--- src/rtl/mem_req_arbiter.sv ---
// Memory request arbiter between the icache and dcache subsystems and a
// single-ported main memory. Grants the command port to one requester per
// cycle, tracks which side owns each outstanding load tag, and steers
// returning data to the owner. A starvation counter forces icache progress
// under sustained dcache traffic.

`ifndef NUM_MEM_TAGS
`define NUM_MEM_TAGS 15
`endif

package mem_req_arbiter_pkg;

    localparam int NUM_MEM_TAGS = `NUM_MEM_TAGS;
    localparam int ADDR_W       = 32;
    localparam int BLOCK_W      = 64;
    localparam int TAG_W        = $clog2(NUM_MEM_TAGS + 1);

    typedef logic [ADDR_W-1:0]  ADDR;
    typedef logic [BLOCK_W-1:0] MEM_BLOCK;
    typedef logic [TAG_W-1:0]   MEM_TAG;

    typedef enum logic [1:0] {
        MEM_NONE  = 2'h0,
        MEM_LOAD  = 2'h1,
        MEM_STORE = 2'h2
    } MEM_COMMAND;

    typedef struct packed {
        logic valid;
        ADDR  addr;
    } ADDR_PACKET;

endpackage

module mem_req_arbiter
    import mem_req_arbiter_pkg::*;
#(
    parameter int NUM_TAGS     = NUM_MEM_TAGS,
    parameter int STARVE_LIMIT = 4,
    parameter int CNT_BITS     = $clog2(STARVE_LIMIT + 1)
) (
    input  logic                          clock,
    input  logic                          reset,

    // icache side
    input  ADDR_PACKET                    icache_req,
    output MEM_TAG                        icache_req_tag,
    output logic                          icache_req_accepted,
    output MEM_BLOCK                      icache_data,
    output MEM_TAG                        icache_data_tag,

    // dcache side
    input  logic                          dcache_req_valid,
    input  MEM_COMMAND                    dcache_req_cmd,
    input  ADDR                           dcache_req_addr,
    input  MEM_BLOCK                      dcache_req_data,
    output MEM_TAG                        dcache_req_tag,
    output logic                          dcache_req_accepted,
    output MEM_BLOCK                      dcache_data,
    output MEM_TAG                        dcache_data_tag,

    // main memory side
    output MEM_COMMAND                    proc2mem_command,
    output ADDR                           proc2mem_addr,
    output MEM_BLOCK                      proc2mem_data,
    input  MEM_TAG                        mem2proc_transaction_tag,
    input  MEM_BLOCK                      mem2proc_data,
    input  MEM_TAG                        mem2proc_data_tag,

    // status
    output logic [$clog2(NUM_TAGS+1)-1:0] outstanding_count,
    output logic                          spurious_return
);

    localparam int OCNT_W = $clog2(NUM_TAGS + 1);

    // Starvation counter and owner table state
    logic [CNT_BITS-1:0] starve_cnt_reg;
    logic [CNT_BITS-1:0] starve_cnt_next;
    logic [NUM_TAGS-1:0] valid_reg;
    logic [NUM_TAGS-1:0] valid_next;
    logic [NUM_TAGS-1:0] owner_d_reg;
    logic [NUM_TAGS-1:0] owner_d_next;
    logic [OCNT_W-1:0]   count_reg;
    logic [OCNT_W-1:0]   count_next;

    // Arbitration and table-update controls
    logic                icache_prio;
    logic                grant_i;
    logic                grant_d;
    logic                mem_accepted;
    logic                alloc;
    logic [NUM_TAGS-1:0] ret_hit;
    logic [NUM_TAGS-1:0] alloc_hit;
    logic                ret_valid;
    logic                ret_owner_d;

    // icache only overrides dcache once it has been denied STARVE_LIMIT
    // consecutive cycles; otherwise dcache has priority.
    assign icache_prio  = (starve_cnt_reg == CNT_BITS'(STARVE_LIMIT)) && icache_req.valid;
    assign grant_i      = icache_req.valid && (icache_prio || !dcache_req_valid);
    assign grant_d      = dcache_req_valid && !grant_i;
    assign mem_accepted = (mem2proc_transaction_tag != '0);

    // Only accepted loads need a return path; stores never allocate.
    assign alloc = mem_accepted &&
                   (grant_i || (grant_d && (dcache_req_cmd == MEM_LOAD)));

    // Command port mux and accept/tag pass-through to the winner
    always_comb begin
        proc2mem_command    = MEM_NONE;
        proc2mem_addr       = '0;
        proc2mem_data       = '0;
        icache_req_tag      = '0;
        icache_req_accepted = 1'b0;
        dcache_req_tag      = '0;
        dcache_req_accepted = 1'b0;
        if (grant_i) begin
            proc2mem_command    = MEM_LOAD;
            proc2mem_addr       = icache_req.addr;
            icache_req_tag      = mem2proc_transaction_tag;
            icache_req_accepted = mem_accepted;
        end else if (grant_d) begin
            proc2mem_command    = dcache_req_cmd;
            proc2mem_addr       = dcache_req_addr;
            if (dcache_req_cmd == MEM_STORE) begin
                proc2mem_data = dcache_req_data;
            end
            dcache_req_tag      = mem2proc_transaction_tag;
            dcache_req_accepted = mem_accepted;
        end
    end

    // Per-entry match and next-state. A return clears the entry and an
    // allocation of the same tag in the same cycle then re-sets it, so the
    // entry ends valid with the new owner.
    genvar gi;
    generate
        for (gi = 0; gi < NUM_TAGS; gi++) begin : g_entry
            assign ret_hit[gi]      = valid_reg[gi] &&
                                      (mem2proc_data_tag == MEM_TAG'(gi + 1));
            assign alloc_hit[gi]    = alloc &&
                                      (mem2proc_transaction_tag == MEM_TAG'(gi + 1));
            assign valid_next[gi]   = alloc_hit[gi] || (valid_reg[gi] && !ret_hit[gi]);
            assign owner_d_next[gi] = alloc_hit[gi] ? grant_d : owner_d_reg[gi];
        end
    endgenerate

    assign ret_valid   = |ret_hit;
    assign ret_owner_d = |(ret_hit & owner_d_reg);

    // Return routing: only the owning side sees the data and tag
    always_comb begin
        icache_data     = '0;
        icache_data_tag = '0;
        dcache_data     = '0;
        dcache_data_tag = '0;
        if (ret_valid) begin
            if (ret_owner_d) begin
                dcache_data     = mem2proc_data;
                dcache_data_tag = mem2proc_data_tag;
            end else begin
                icache_data     = mem2proc_data;
                icache_data_tag = mem2proc_data_tag;
            end
        end
    end

    // A nonzero return with no owner is flagged; suppressed while in reset.
    assign spurious_return = reset && (mem2proc_data_tag != '0) && !ret_valid;

    // Starvation counter next-state: saturating count of denied icache cycles
    always_comb begin
        starve_cnt_next = starve_cnt_reg;
        if (!icache_req.valid || icache_req_accepted) begin
            starve_cnt_next = '0;
        end else if (starve_cnt_reg != CNT_BITS'(STARVE_LIMIT)) begin
            starve_cnt_next = starve_cnt_reg + 1'b1;
        end
    end

    // Popcount of the next table so the registered count tracks the table
    always_comb begin
        count_next = '0;
        for (int i = 0; i < NUM_TAGS; i++) begin
            count_next = count_next + OCNT_W'(valid_next[i]);
        end
    end

    assign outstanding_count = count_reg;

    // State registers; reset discards all ownership
    always_ff @(posedge clock) begin
        if (!reset) begin
            starve_cnt_reg <= '0;
            valid_reg      <= '0;
            owner_d_reg    <= '0;
            count_reg      <= '0;
        end else begin
            starve_cnt_reg <= starve_cnt_next;
            valid_reg      <= valid_next;
            owner_d_reg    <= owner_d_next;
            count_reg      <= count_next;
        end
    end

endmodule

--- config.mk ---
export PLATFORM = sky130hd
export DESIGN_NAME = mem_req_arbiter
export DESIGN_NICKNAME = d
export VERILOG_FILES = /design/src/rtl/mem_req_arbiter.sv
export SDC_FILE = /design/constraint.sdc
export NUM_CORES = 1
export LEC_CHECK = 0
export ABC_AREA = 1
export CORE_AREA = 3 3 175 177
export DETAILED_ROUTE_END_ITERATION = 10
export DIE_AREA = 0 0 178 180
export GPL_ROUTABILITY_DRIVEN = 0
export PLACE_DENSITY = 0.5
export SLEW_MARGIN = 40
export SYNTH_ARGS = -nofsm -noshare
export SYNTH_HDL_FRONTEND = slang
export SYNTH_SLANG_ARGS = --single-unit
export TNS_END_PERCENT = 20
--- constraint.sdc ---
create_clock -name clock -period 8.2 [get_ports clock]
set_input_delay 1.64 -clock clock [delete_from_list [all_inputs] [get_ports clock]]
set_output_delay 1.64 -clock clock [all_outputs]
set_load 0.01 [all_outputs]
==> flow_results.org, run 1 <==
** Route
- Number of design-rule violations left by the first detailed-router iteration :: 367
- The first detailed-routing pass took 5 iterations.
- The count of nets left with antenna violations once routing finished came out at 0.
- Via density per instance :: 4.210
- After detailed routing, the number of remaining DRC violations is 0.
- Routed vias :: 6,673
- Summed over all layers, the routed wires come to 25.76 mm.
- DR WL/cell :: 16.25 um

** STA
- Setup violations remaining at the end of the flow were counted as 0.
- Adding up every negative setup slack in the final design gives 0 ns.
- Worst setup skew after layout :: 0.007103 ns
- The worst path needs 6.423 ns of the cycle, external delays included.
- Unrepaired setup endpoints after global routing :: no
- Based on the critical path, the design can be clocked at up to 155.7 MHz.
- Endpoints failing hold :: 0
- Post-route clock period utilization :: 78.33%
- Rel. slew slack :: 51.85%
- Worst hold slack after final layout :: 0.5105 ns
- Number of slew-limit violations in the final report :: 0
- Pin slew with the least headroom to its limit :: 0.7222 ns

** Synthesis
- Number of warnings printed during yosys synthesis :: 0
- Sequential fraction of the synthesis area :: 16.41%
- Post-Syn Nets :: 999
- Area leader, netlist :: sky130_fd_sc_hd__dfxtp_1
- Fraction of synthesis flops using an asynchronous set or reset pin :: 0%
- Counting flops and latches in the post-synthesis netlist gives 37.
- Fraction of post-synthesis cell area in the top cell type by area :: 16.41%
- Avg Cell Area, Syn :: 5.795 um^2
- Leading cell types by total area after synthesis :: sky130_fd_sc_hd__dfxtp_1 16%, sky130_fd_sc_hd__nor2_1 16%, sky130_fd_sc_hd__nor3b_1 11%, sky130_fd_sc_hd__inv_1 10%, sky130_fd_sc_hd__o21ai_0 9.3%
- In the synthesized netlist, the number of instances is 779.
- In this run, synthesis inferred 0 flip-flops with an integrated enable.
- Most used flip-flop cell after synthesis :: sky130_fd_sc_hd__dfxtp_1
- Area of the mapped netlist :: 0.004514 mm^2
- Number of distinct library cells after synthesis :: 28

** Clock network
- Insertion delay to the later sink of the worst-skew pair :: 0.28 ns
- Buffers inserted during clock tree synthesis total 5.
- Once the clock tree was built, the resizer swapped 0 gates to a different size.
- Number of levels the H-tree was split into :: 2
- # clock sinks :: 37
- No sink is reached through more buffers than the 2 on the longest clock path.
- Clock transition at path regs :: 0.06 ns
- The tree is rooted in a sky130_fd_sc_hd__clkbuf_16.
- Post-CTS timing repair inserted 0 buffers for setup.
- After clock tree synthesis, the flow added hold-fix buffers numbering 0.
- TritonCTS clock tree :: done

** Global routing
- Total global-route track usage :: 15.00%
- The number of global-route vias before repair is 6,563.
- Aggregate global routing overflow :: 0
- Wire length of the first global-routing pass :: 38.14 mm
- Maximum number of pins on one net before global-route repair :: 72
- The initial antenna violation count is 1.

** Placed design
- Placed Cells incl. Taps :: 1,575
- Detailed placement finished with a half-perimeter wire length of 21.01 mm.
- The count of buffers added on input and output ports is 454.

** Critical path
- On the worst path, the slowest cell contributes a delay of 0.54 ns.
- R2R Path Start :: starve_cnt_reg[0]
- In this run the worst setup path terminates at outstanding_count[2].
- Cells traversed along the worst timing path :: clkdlybuf4s50_1 > buf_4 > nand2_2 > nand2_1 > o31ai_4 > nand3_1 > nand2_1 > fa_1 > inv_1 > fa_1 > fa_1 > inv_1 > fa_1 > fa_1 > fa_1 > xnor2_1 > nor2_1
- Among the stages of the critical path, the cell type that occurs most often is sky130_fd_sc_hd__fa_1.
- At the worst endpoint, the arrival time is 6.58 ns.
- Max stage delay cell, worst path :: sky130_fd_sc_hd__fa_1
- In this run the critical register-to-register path is captured at outstanding_count[2].
- Element type at the critical path start :: primary input
- The worst setup path is captured at a flip-flop.
- Count of buffer and inverter cells on the critical path :: 4
- The critical path crosses 17 cells after its start point.
- Reg2reg path depth :: 18
- In this run the register-to-register setup slack is 3.38 ns.
- Crit. Startpoint :: dcache_req_valid
- Required arrival time at the worst endpoint :: 8.35 ns
- Category of the most critical setup path :: primary input to flip-flop
- Critical-path maximum fanout :: 47
- On the critical path the largest part of the delay comes from adder cells.

** Power and ir drop
- Combinational share of power :: 42.7%
- Power density relative to cell area :: 69.04 mW/mm^2
- Internal power comes to 464.4 uW.
- The share of total power dissipated in the clock network is 28.9%.
- Total leakage power :: 0.003965 uW
- Net switching is 29.48% of the power.
- Net switching power :: 194.2 uW
- Across the VDD grid, the largest voltage drop is 72.49 uV.
- Portion of total power attributed to sequential cells :: 28.4%

** Final layout
- Leaving out fill and tap cells, the most frequent cell in the layout is sky130_fd_sc_hd__clkdlybuf4s50_1.
- Multi-input gate area :: 0.003043 mm^2
- Cells with a size suffix above 1 make up 3.266% of the layout.
- The library cells used most frequently in the layout, excluding fill and tap cells, are 454 x sky130_fd_sc_hd__clkdlybuf4s50_1, 192 x sky130_fd_sc_hd__nor2_1, 123 x sky130_fd_sc_hd__inv_1, 84 x sky130_fd_sc_hd__o21ai_0, 78 x sky130_fd_sc_hd__nand2_1.
- The area growth from synthesis to layout is 111.3%.
- Final cell count without fillers :: 1,585
- Net count of the finished layout :: 1,413
- The filler cells instantiated in the layout total 3,139.
- Area of all sequential standard cells :: 740.7 um^2

** Floorplanning
- Die Y-Extent :: 180 um
- In this run the horizontal extent of the chip is 178 um.
- Placeable core area :: 0.02940 mm^2
- Initial core utilization :: 15.35%
- Rows :: 63
- Total Die Area :: 0.03204 mm^2
- Top-level I/O count :: 455

** Run status
- Result of the run :: finished, final reports clean

** Min path
- The min-delay analysis places its worst path in the category flip-flop to flip-flop.

** Flow run
- MaxCap Viol Count :: 0
-- final cells by class --
type	count	share of cell area, %
Timing Repair Buffer	465	48.58
Sequential cell	37	7.765
Inverter	129	5.076
Clock buffer	5	1.312
Clock inverter	3	0.2230
Multi-Input combinational cell	555	31.90
Antenna cell	1	0.02623
Tap cell	390	5.115
-- power by group through the flow --
stage               logic [uW]  clock network, uW  registers, uW
finish                     281                190            187
global route               304                202            188
CTS                        285                195            187
detailed placement         283                  0            191
global placement           283                  0            191
floorplan                 96.2                  0            191
-- Yosys cell counts, types with 9 or more instances --
master,number
sky130_fd_sc_hd__nand4_1,12
sky130_fd_sc_hd__a21oi_1,26
sky130_fd_sc_hd__buf_1,10
sky130_fd_sc_hd__nand3_1,33
sky130_fd_sc_hd__clkbuf_1,29
sky130_fd_sc_hd__a32o_1,32
sky130_fd_sc_hd__o21ai_0,84
sky130_fd_sc_hd__inv_1,124
sky130_fd_sc_hd__buf_2,9
sky130_fd_sc_hd__fa_1,10
sky130_fd_sc_hd__nor3b_1,64
sky130_fd_sc_hd__nand2_1,80
sky130_fd_sc_hd__dfxtp_1,37
sky130_fd_sc_hd__nor2_1,192
-- per-stage QoR --
step | instance area, um^2 | power, uW | worst slack (ns) | util [%]
2_1_floorplan | 4514 | 287.1 | 2.494 | -
3_3_place_gp | 9351 | 473.7 | 1.481 | 31.81
3_5_place_dp | 9370 | 473.8 | 1.461 | 31.87
4_1_cts | 9517 | 667.2 | 1.692 | 32.37
5_1_grt | 9539 | 693.7 | 1.531 | 32.44
6_report | 9539 | 658.6 | 1.777 | 32.44
-- logic make-up after synthesis --
kind of cell             synth area share (%)
flip-flops                              16.41
buffers and inverters                   17.05
adder cells (fa/ha/maj)                 5.543
XOR/XNOR                               0.5821
AND/OR/NAND/NOR                         40.74
AO/OA/AOI/OAI                           19.68
-- per-layer routing --
metal	track usage, %	part of all wire, %	vias to the layer above
met5	0	0	-
met4	3.142	1.7	0
met3	4.457	9.8	20
met2	27.95	51	312
met1	16.62	37	3017
li1	-	-	3324
-- worst min-delay path, cell delays in order, from the launching register on --
cell and delay, ns:
sky130_fd_sc_hd__dfxtp_1 0.33, sky130_fd_sc_hd__nand3_1 0.08, sky130_fd_sc_hd__a21oi_1 0.06
-- worst min-delay path by stage --
stage	start	to	slack, ns	cells after the start
floorplan	valid_reg[1]	valid_reg[1]	0.47	2
global placement	starve_cnt_reg[1]	starve_cnt_reg[1]	0.50	2
detailed placement	starve_cnt_reg[1]	starve_cnt_reg[1]	0.50	2
CTS	starve_cnt_reg[1]	starve_cnt_reg[1]	0.51	2
global route	starve_cnt_reg[1]	starve_cnt_reg[1]	0.55	2
finish	starve_cnt_reg[1]	starve_cnt_reg[1]	0.51	2
Power figures use the tool's default switching activity.
==> run 2: changes to the inputs <==
--- a/config.mk
+++ b/config.mk
@@ -10,7 +10,7 @@
 export DETAILED_ROUTE_END_ITERATION = 10
 export DIE_AREA = 0 0 178 180
 export GPL_ROUTABILITY_DRIVEN = 0
-export PLACE_DENSITY = 0.5
+export PLACE_DENSITY = 0.51
 export SLEW_MARGIN = 40
 export SYNTH_ARGS = -nofsm -noshare
 export SYNTH_HDL_FRONTEND = slang
==> constraint.sdc (replaced) <==
create_clock -name clock -period 5.8 [get_ports clock]
set_input_delay 1.16 -clock clock [delete_from_list [all_inputs] [get_ports clock]]
set_output_delay 1.16 -clock clock [all_outputs]
set_load 0.01 [all_outputs]
==> flow_results.org, run 2 (same netlist as run 1, synthesis figures left out) <==
** Critical path
- The worst setup path is captured at a flip-flop.
- Counting both buffers and inverters, the worst setup path holds a total of 5.
- Broken down by cell family, the worst path's largest delay share belongs to adder cells.
- Cells traversed along the worst timing path :: clkdlybuf4s50_1 > inv_1 > nor2_4 > inv_1 > o21ai_0 > nand2_1 > inv_1 > fa_1 > fa_1 > fa_1 > inv_1 > fa_1 > fa_1 > fa_1 > xnor2_1 > nor2_1
- By instance count, the cell type seen most on the critical path is sky130_fd_sc_hd__fa_1.
- Critical-path maximum fanout :: 8
- For the worst setup path, the data arrival time is 5.55 ns.
- Max stage delay cell, worst path :: sky130_fd_sc_hd__clkdlybuf4s50_1
- Category of the most critical setup path :: primary input to flip-flop
- Slowest Stage Delay on Critical Path :: 0.58 ns
- At the worst endpoint, the required time is 5.96 ns.
- Element type at the critical path start :: primary input

** Route
- Summed over all nets, wire length on met2 after detailed routing comes to 12.87 mm.
- Topmost layer with routed signal wires :: met5
- Met3 wirelength from detailed routing :: 2.600 mm
- Detailed routing inserted a total of 6,800 vias.
- Number of detailed-route iterations in the first pass :: 5
- Post-detailed-route DRC marker count :: 0
- Using the TritonRoute via totals, the vias-per-cell ratio works out to 4.221.
- Final Routed Wirelength :: 26.34 mm
- In the final routing, the length of wire on met1 measures 10.29 mm.
- In the final routed layout, each cell accounts on average for 16.35 um.
- The first routing iteration left 315 violations.
- Once detail routing completed, the nets flagged for antenna violations numbered 0.

** Final layout
- Net count of the finished layout :: 1,438
- With fillers left out, the area of the finished cells amounts to 0.009742 mm^2.
- Most frequent cells in the layout :: 453 x sky130_fd_sc_hd__clkdlybuf4s50_1, 192 x sky130_fd_sc_hd__nor2_1, 124 x sky130_fd_sc_hd__inv_1, 84 x sky130_fd_sc_hd__o21ai_0, 78 x sky130_fd_sc_hd__nand2_1
- Final cell count without fillers :: 1,611
- The post-route netlist has 5.172% of its cells at a drive strength greater than 1.
- Layout-stage area growth over the synthesis result :: 115.8%
- Most common cell after layout, fill and taps aside :: sky130_fd_sc_hd__clkdlybuf4s50_1
- The layout has 3,183 filler cells.

** STA
- Upper clock frequency limit :: 185.3 MHz
- Rel. slew slack :: 50.54%
- Of the available clock period, the critical path in the final layout requires 93.04%.
- Final setup violation count :: 0
- Setup repair after global routing left no endpoint under its margin.
- Fin crit period :: 5.396 ns
- Worst setup skew after layout :: 0.006957 ns
- The max-slew violation count is 0.
- At the pin with the least slew margin, the transition time is 0.7419 ns.
- The hold violation count in the final report came to 0.

** Global routing
- Maximum number of pins on one net before global-route repair :: 72
- The first global-routing pass estimated 38.83 mm of wire.
- The total overflow left after global routing is 0.
- The initial antenna violation count was 5.
- The number of global-route vias before repair is 6,565.
- Total global-route track usage :: 15.39%

** Floorplanning
- The floorplan has 63 rows.
- Total Die Area :: 0.03204 mm^2
- Once the floorplan was initialized, standard cells occupied 15.35% of the core.
- Die Y-Extent :: 180 um
- Placeable core area :: 0.02940 mm^2
- 455 I/O pins were placed.
- In this run the horizontal extent of the chip is 178 um.

** Clock network
- Inserted Clock Buffers :: 5
- Longest Clk Path Bufs :: 2
- CTS root buffer :: sky130_fd_sc_hd__clkbuf_16
- The clock tree synthesis step divided the H-tree into 2 levels.
- # clock sinks :: 37
- Insertion delay to the later sink of the worst-skew pair :: 0.28 ns
- Clock transition at path regs :: 0.06 ns
- TritonCTS clock tree :: done
- Setup Fix Bufs, Post-CTS :: 0

** Power and ir drop
- Net switching is 29.04% of the power.
- Power density relative to cell area :: 97.64 mW/mm^2
- The internal power of the cells totals 675.0 uW.
- Tot Pwr :: 951.2 uW
- Per report_power, the combinational group accounts for 43.0% of the total.
- Portion of total power attributed to sequential cells :: 27.8%
- Net switching power :: 276.2 uW
- VDD sags by at most 99.81 uV.
- The analysis attributes to cell leakage a power of 0.004088 uW.
- Clock group share of total power :: 29.2%

** Run status
- Result of the run :: finished, final reports clean

** Flow run
- MaxCap Viol Count :: 0

** Placed design
- In this run the tool buffered the top-level ports with 454 buffer cells.
- Placed Cells incl. Taps :: 1,601
- Dpl cell area :: 0.009579 mm^2
- Summed over all nets, the half-perimeter wirelength after detailed placement is 21.74 mm.

** Min path
- Type of the tightest min-delay check :: flip-flop to flip-flop
run 2: cell types whose count changed in the layout (fill, tap and decap cells not counted):
cell	change
sky130_fd_sc_hd__buf_4	+23
sky130_fd_sc_hd__clkinv_2	-1
sky130_fd_sc_hd__nand2_2	+3
sky130_fd_sc_hd__inv_6	-1
sky130_fd_sc_hd__buf_2	+1
sky130_fd_sc_hd__clkdlybuf4s50_1	-1
sky130_fd_sc_hd__nand2_4	-3
sky130_fd_sc_hd__buf_8	-1
sky130_fd_sc_hd__inv_2	-1
sky130_fd_sc_hd__buf_12	+3
sky130_fd_sc_hd__clkbuf_8	+1
sky130_fd_sc_hd__diode_2	+2
sky130_fd_sc_hd__inv_1	+1
run 2: per-stage QoR:
step	utilization [%]	TNS, ns	hold slack, ns	setup slack (ns)
finish	33.13	0	0.5082	0.4035
global route	33.13	0	0.5512	0.09692
detailed placement	32.58	-0.02875	0.4986	-0.02875
floorplan	-	0	0.4657	0.5736
CTS	33.08	0	0.5094	0.2699
global placement	32.58	0	0.4982	0.03354
run 2: final cells by class:
cell class,instances,area [um^2],share of cell area (%)
clock inverter,1,7.507,0.07706
timing repair buffer,490,4847,49.76
sequential,37,740.7,7.603
multi-input combinational,555,3028,31.08
tap,390,488.0,5.009
inverter,129,484.2,4.970
antenna,3,7.507,0.07706
clock buffer,6,138.9,1.426
run 2: worst paths after layout:
kind / slack [ns] / depth (start not counted) / from / endpoint
setup / recovery: 0.40 / 16 / mem2proc_data_tag[1] / outstanding_count[2]
setup reg to reg: 1.19 / 19 / starve_cnt_reg[0] / outstanding_count[2]
hold reg to reg: 0.51 / 2 / valid_reg[1] / valid_reg[1]
hold / removal: 0.51 / 2 / valid_reg[1] / valid_reg[1]
run 2: what timing repair did:
action | CTS | global route
endpoints found under the setup margin | 0 | 1
hold buffers | 0 | 0
resized for setup | 0 | 1
run 2: tightest hold or removal path, stage by stage, from the launching register on:
cell	delay (ns)
sky130_fd_sc_hd__dfxtp_1	0.31
sky130_fd_sc_hd__nand2_1	0.09
sky130_fd_sc_hd__a21oi_1	0.07
run 2: routing by layer:
layer / track usage (%) / vias up
met1: 17.73 / 3104
met2: 27.44 / 291
met5: 0 / -
li1: - / 3378
met3: 4.901 / 23
met4: 3.613 / 4
run 2: power by group through the flow:
stage | combinational, uW | sequential (uW) | clock (uW)
floorplan | 136 | 270 | 0
global placement | 408 | 271 | 0
detailed placement | 409 | 270 | 0
CTS | 412 | 265 | 282
global route | 443 | 265 | 297
finish | 409 | 265 | 278
==> run 3: changes to the inputs <==
--- a/config.mk
+++ b/config.mk
@@ -15,4 +15,3 @@
 export SYNTH_ARGS = -nofsm -noshare
 export SYNTH_HDL_FRONTEND = slang
 export SYNTH_SLANG_ARGS = --single-unit
-export TNS_END_PERCENT = 20
==> results of run 3 <==
No change in the layout: final DEF, timing and power equal those of run 2.
